## src/rtl/fifo_addr_gen.sv

```systemverilog
// Wrapping address counter used as the read or write pointer of a FIFO.
// Advances by one on each inc, rolling from 2**ADDR_WIDTH-1 back to 0.
module fifo_addr_gen #(
    parameter int ADDR_WIDTH = 4
) (
    input  logic                  clk,
    input  logic                  rst,
    input  logic                  inc,
    output logic [ADDR_WIDTH-1:0] addr
);

    always_ff @(posedge clk or posedge rst) begin
        if (rst) begin
            addr <= '0;
        end else if (inc) begin
            addr <= addr + 1'b1;
        end
    end

endmodule

```

## src/rtl/fifo_sync.sv

```systemverilog
// Single-clock FIFO: register storage, occupancy count, registered flags,
// registered read port and sticky overflow/underflow flags.
module fifo_sync #(
    parameter int ADDR_WIDTH = 4,
    parameter int DATA_WIDTH = 8
) (
    input  logic                  clk,
    input  logic                  rst,
    input  logic                  wr_en,
    input  logic [DATA_WIDTH-1:0] wr_data,
    output logic                  full,
    input  logic                  rd_en,
    output logic [DATA_WIDTH-1:0] rd_data,
    output logic                  rd_valid,
    output logic                  empty,
    output logic [ADDR_WIDTH:0]   count,
    input  logic                  clr_err,
    output logic                  overflow,
    output logic                  underflow
);

    localparam int DEPTH = 1 << ADDR_WIDTH;
    localparam int CW = ADDR_WIDTH + 1;
    localparam logic [CW-1:0] DEPTH_C = CW'(DEPTH);

    logic                  wr_acc;
    logic                  rd_acc;
    logic [ADDR_WIDTH-1:0] wr_addr;
    logic [ADDR_WIDTH-1:0] rd_addr;
    logic [CW-1:0]         count_next;
    logic [DATA_WIDTH-1:0] mem [DEPTH];

    // Acceptance uses only the registered flags, never the raw inputs.
    assign wr_acc = wr_en && !full;
    assign rd_acc = rd_en && !empty;

    fifo_addr_gen #(.ADDR_WIDTH(ADDR_WIDTH)) u_wr_ptr (
        .clk  (clk),
        .rst  (rst),
        .inc  (wr_acc),
        .addr (wr_addr)
    );

    fifo_addr_gen #(.ADDR_WIDTH(ADDR_WIDTH)) u_rd_ptr (
        .clk  (clk),
        .rst  (rst),
        .inc  (rd_acc),
        .addr (rd_addr)
    );

    always_comb begin
        count_next = count;
        unique case ({wr_acc, rd_acc})
            2'b10:   count_next = count + 1'b1;
            2'b01:   count_next = count - 1'b1;
            default: count_next = count;
        endcase
    end

    always_ff @(posedge clk) begin
        if (wr_acc) begin
            mem[wr_addr] <= wr_data;
        end
    end

    always_ff @(posedge clk or posedge rst) begin
        if (rst) begin
            count     <= '0;
            empty     <= 1'b1;
            full      <= 1'b0;
            rd_valid  <= 1'b0;
            rd_data   <= '0;
            overflow  <= 1'b0;
            underflow <= 1'b0;
        end else begin
            count    <= count_next;
            empty    <= (count_next == '0);
            full     <= (count_next == DEPTH_C);
            rd_valid <= rd_acc;
            if (rd_acc) begin
                rd_data <= mem[rd_addr];
            end
            // A new error in the same cycle outranks clr_err.
            if (wr_en && full) begin
                overflow <= 1'b1;
            end else if (clr_err) begin
                overflow <= 1'b0;
            end
            if (rd_en && empty) begin
                underflow <= 1'b1;
            end else if (clr_err) begin
                underflow <= 1'b0;
            end
        end
    end

endmodule

```

## config.mk

```make
export PLATFORM = sky130hd
export DESIGN_NAME = fifo_sync
export DESIGN_NICKNAME = d
export VERILOG_FILES = /design/src/rtl/fifo_addr_gen.sv /design/src/rtl/fifo_sync.sv
export SDC_FILE = /design/constraint.sdc
export NUM_CORES = 1
export LEC_CHECK = 0
export CELL_PAD_IN_SITES_DETAIL_PLACEMENT = 0
export CELL_PAD_IN_SITES_GLOBAL_PLACEMENT = 1
export CORE_UTILIZATION = 52
export CTS_CLUSTER_SIZE = 30
export DETAILED_ROUTE_END_ITERATION = 6
export GPL_TIMING_DRIVEN = 0
export PLACE_DENSITY_LB_ADDON = 0.1
export SLEW_MARGIN = 5
export SYNTH_ARGS = -nofsm -noshare
export SYNTH_HDL_FRONTEND = slang
export SYNTH_SLANG_ARGS = --single-unit
export TNS_END_PERCENT = 30
```

## constraint.sdc

```tcl
create_clock -name clk -period 3.7 [get_ports clk]
set_input_delay 0.74 -clock clk [delete_from_list [all_inputs] [get_ports clk]]
set_output_delay 0.74 -clock clk [all_outputs]
set_load 0.02 [all_outputs]
```

Yosys cells after proc, flatten, opt, wreduce, memory -nomap -nowiden --
Memories as Yosys holds them, arrays and structs flattened. A register that Yosys moved wholly into a read port is not among the register bits. Index checks and enable logic that the tools add are counted.
Word-level totals: output and inout port bits 18, bits in registers 18, memories kept 1, input bits 13, memory bits (writable) 128
Memories:
- mem | words 16, bits a word 8, rd ports 1, clocked after memory_dff 1, write ports 1, RTL line fifo_sync.sv:31 | logic [DATA_WIDTH-1:0] mem [DEPTH];
Operators by class: muxes and demuxes 6, eq/ne operators 3, $add $sub $neg 4, reductions and logical operators 9
Operators with widths (number):
- $pmux W5 S2 | 1
- $add A4 B1 Y4 const B | 2
- $add A5 B1 Y5 const B | 1
- $eq A5 B5 Y1 const B | 1
- $logic_not A5 Y1 | 1
- $mux W1 | 5
- $sub A5 B1 Y5 const B | 1
- $logic_and A1 B1 Y1 | 4
- $reduce_bool A2 Y1 | 2
- $eq A2 B1 Y1 const B | 1
- $eq A2 B2 Y1 const B | 1
- $logic_not A1 Y1 | 2

Longest topological paths before layout --
depth in word-level cells 5, gate-level depth with buffers 11, depth with buffers taken out 10

Hierarchy --
From an unflattened synthesis, not the netlist that was laid out.
Unflattened totals: cells, all modules 365, area total of the unflattened synthesis 6267.3 um^2
By module, submodules not included:
- fifo_sync | times used 1, cells each 341, area an instance 5939.4 um^2
- fifo_addr_gen | times used 2, cells each 12, area an instance 163.9 um^2

Worst setup path after synthesis --
Ideal clock, no wire load.
path type input to register, start point input port rd_en, end point register count[3], arrival time 2.853 ns, required time 3.573 ns, buffers on the path 3, path slack 0.719 ns, stages on the path 11, path through nand2b_4 clkbuf_1 clkbuf_1 inv_1 ha_1 clkbuf_1 inv_1 and3_2 mux2i_1 a31oi_1 or2_2
On the way: word-level cells in the longest chain between the ends 3, elaborated cells on any way between the ends 4, those cells by class eq/ne: 2; mux: 1; reduce/logical: 1
Ends and longest elaborated chain:
- from (decl) | RTL line fifo_sync.sv:12 | input logic rd_en,
- $logic_and A1 B1 Y1 (*) | RTL line fifo_sync.sv:35 | assign rd_acc = rd_en && !empty;
- $eq A2 B1 Y1 / $eq A2 B2 Y1 (equally long branches) | RTL line fifo_sync.sv:53 | unique case ({wr_acc, rd_acc})
- $pmux W5 S2 (*) | RTL line fifo_sync.sv:53
- net count_next[3] | RTL line fifo_sync.sv:30 | logic [CW-1:0] count_next;
- to (signal assigned) | RTL line fifo_sync.sv:76 | count <= count_next;
- to (decl) | RTL line fifo_sync.sv:16 | output logic [ADDR_WIDTH:0] count,
Mark *: on every way through the listed nets, which the timed path passes. The rest lies on a longest branch. A chain may end at the register's enable or synchronous reset.

Final worst setup path --
Same ends and word-level chain as after synthesis.

==> reports/results.ini <==
[layout]
syn_to_final_growth_pct = 16.8
layout_commonest_cell = edfxtp_1
layout.nets = 401
diodes = 0
layout_common_cells = edfxtp_1, mux4_2, clkdlybuf4s50_1
fin_area_um2 = 7310
drive_gt1_share_pct = 22.3

[floorplanning]
io_pins = 31
dieArea_um2 = 12500
rows = 39
dieWidth_um = 112
core_area_um2 = 11600
start_util_pct = 54.1
die_y_um = 112

[synthesis]
synthMuxAreaShare_pct = 14.6
ys_types = 45
syn_area_um2 = 6260
synth_top_cell_by_area = edfxtp_1
synth_compound_area_share_pct = 2.94
synth_ff_type = edfxtp_1
ys_ff_latch = 154
synthArstFlopShare_pct = 16.9
synth_top_family_by_area = multiplexers
synthCells = 332
yosys.area_share.simple_pct = 5.94
synth-adder-area-share_pct = 1.40
synth_nets = 352
synth_area_leaders = edfxtp_1, mux4_2, dfrtp_1
seq_area_frac_synth_pct = 71.9
synthXorXnorAreaFrac_pct = 1.40
ys_warn_count = 0
synth_top_area_share_pct = 61.4
avgSynthCellArea_um2 = 18.8
synth-edff-count = 128

[setup_path]
crit_arrival_ns = 3.73
cp-start-kind = input pin
cp.required_ns = 4.01
slowest_delay_ns = 0.47
path_cells = clkdlybuf4s50_1, nand2b_4, clkbuf_1, clkbuf_2, inv_1, ha_1, clkbuf_1, inv_1, and3_2, mux2i_1, a31oi_1, or2_2
critPathTopFamily = buffers and inverters
crit_type = input pin to flip-flop
crit_slowest_cell = clkdlybuf4s50_1
cp_max_fo = 10
crit_buf_inv = 6
endpoint_kind = flip-flop

[placed_design]
dp.final_hpwl_um = 7910
gp_congestion = 0.756
portBuffers = 30
placed_area_um2 = 6740

[global_routing]
grt_pass1_wl_um = 18400
gr-total-overflow = 0
grt_max_degree = 27
grt_pass1_vias = 3191
track_usage_pct = 21.1
antenna_found_initial = 0

[routing]
drtIter0Drc = 219
vias = 3145
antenna_left = 0
wl_per_cell_um = 22.0
drt_wl_total_um = 11800
detail_route.first_pass.iterations = 6
viasPerCell = 5.86
drc = 4

[clock_tree]
root_buffer = clkbuf_16
clockBufferDepth = 2
clkLatencyLatePin_ns = 0.43
cts_tree = done
numCtsBuffers = 17
cts_setup_buffers = 0
cts_max_level = 4
clock-sinks = 154
clk_pin_slew_ns = 0.06

[power_and_ir_drop]
leakagePower_nw = 2.49
peakVddDrop_mv = 0.439
power_mw = 5.86
powerDensity_nw_per_um2 = 802

[timing]
post-route-period-util_pct = 92.4
tightestPinTransition_ns = 0.984
hold_viol_final = 0
setup_tns_ns = 0
period_needed_ns = 3.42
slew_viol_final = 0
fmax_ghz = 0.292
fin_hold_ws_ns = 0.513
slew_headroom_pct = 34.3
setup_viol = 0
rsz0062_at_grt = no
clock_skew_ns = 0.0128

[min_path]
hold_path_class = flip-flop to flip-flop

[outcome]
status = complete, but fails checks
violations = design-rule violations

[job]
maxCapViolCount = 0

[final timing paths]
| kind | start | to | slack [ns] | cells past startpoint |
|---|---|---|---|---|
| setup / recovery | rd_en | count[3] | 0.28 | 12 |
| hold / removal | rd_data[6] | rd_data[6] | 0.51 | 1 |
| setup reg to reg | empty | count[3] | 0.50 | 11 |
| hold reg to reg | rd_data[6] | rd_data[6] | 0.51 | 1 |
| max in group asynchronous | rst | u_wr_ptr.addr[2] | 2.24 | 2 |
| min in group asynchronous | rst | full | 0.86 | 2 |
[routing by layer]
| metal | share of wire, % | global-route usage [%] | up-vias |
|---|---|---|---|
| li1 | - | - | 1420 |
| met1 | 45 | 29.8 | 1629 |
| met2 | 47 | 31.9 | 78 |
| met3 | 5.2 | 4.84 | 18 |
| met4 | 2.0 | 8.83 | 0 |
| met5 | 0 | 0 | - |
[registers in the layout, summed over array words and instances, names as in the netlist]
name / cells
empty: 1
u_wr_ptr.addr: 4
rd_data: 8
underflow: 1
overflow: 1
full: 1
mem: 128
count: 5
u_rd_ptr.addr: 4
rd_valid: 1
[metrics by stage]
stage / setup slack, ns / std cells / utilization [%]
after CTS: 0.166 / 537 / 63.2
after global routing: 0.0843 / 537 / 63.2
after detailed placement: -0.289 / 505 / 58.2
after floorplan: 0.719 / 332 / -
final: 0.280 / 537 / 63.2
after global placement: -0.255 / 505 / 58.2
[cells by family after synthesis]
family,count (synthesis)
flops,154
simple gates,62
mux,50
buf+inv,27
compound gates,22
xor+xnor,10
fa+ha+maj,7
[synth_stat cells, types with 2 or more instances]
cell type and instances:
inv_2 2, mux2_2 9, o21ai_0 4, mux2i_1 9
clkbuf_1 10, and2_1 17, a221o_1 8, nand4_1 4
nor2_1 2, xnor2_1 9, buf_2 4, inv_1 8
nand2_1 12, nor3_1 11, mux4_2 32, nor3b_1 3
and3_1 2, a31oi_1 2, edfxtp_1 128, dfrtp_1 25
ha_1 7
[cell type report]
class,instances,area (um2)
Sequential cell,154,4500
Fill cell,824,4260
Multi-Input combinational cell,151,1640
Clock buffer,17,425
Timing Repair Buffer,30,300
Tap cell,143,179
Clock inverter,15,148
Buffer,17,81.3
Inverter,10,37.5
[worst register-to-register path: stages, from the launching register on]
cell      delay, ns
dfstp_2        0.54
nand2b_4       0.16
clkbuf_1       0.35
clkbuf_2       0.32
inv_1          0.07
ha_1           0.27
clkbuf_1       0.31
inv_1          0.18
and3_2         0.23
mux2i_1        0.20
a31oi_1        0.17
or2_2          0.30
[timing repair]
action                                  CTS  global route
hold buffers                              0             0
endpoints found under the setup margin    0             3
resized for setup                         0             2
[report_power, final]
part	total (mW)	internal (mW)	switching, mW
Sequential	2.31	2.17	0.141
Clock	1.67	0.989	0.679
Combinational	1.89	0.894	0.994
Total	5.86	4.05	1.81
(Power assumes the default switching activity.)
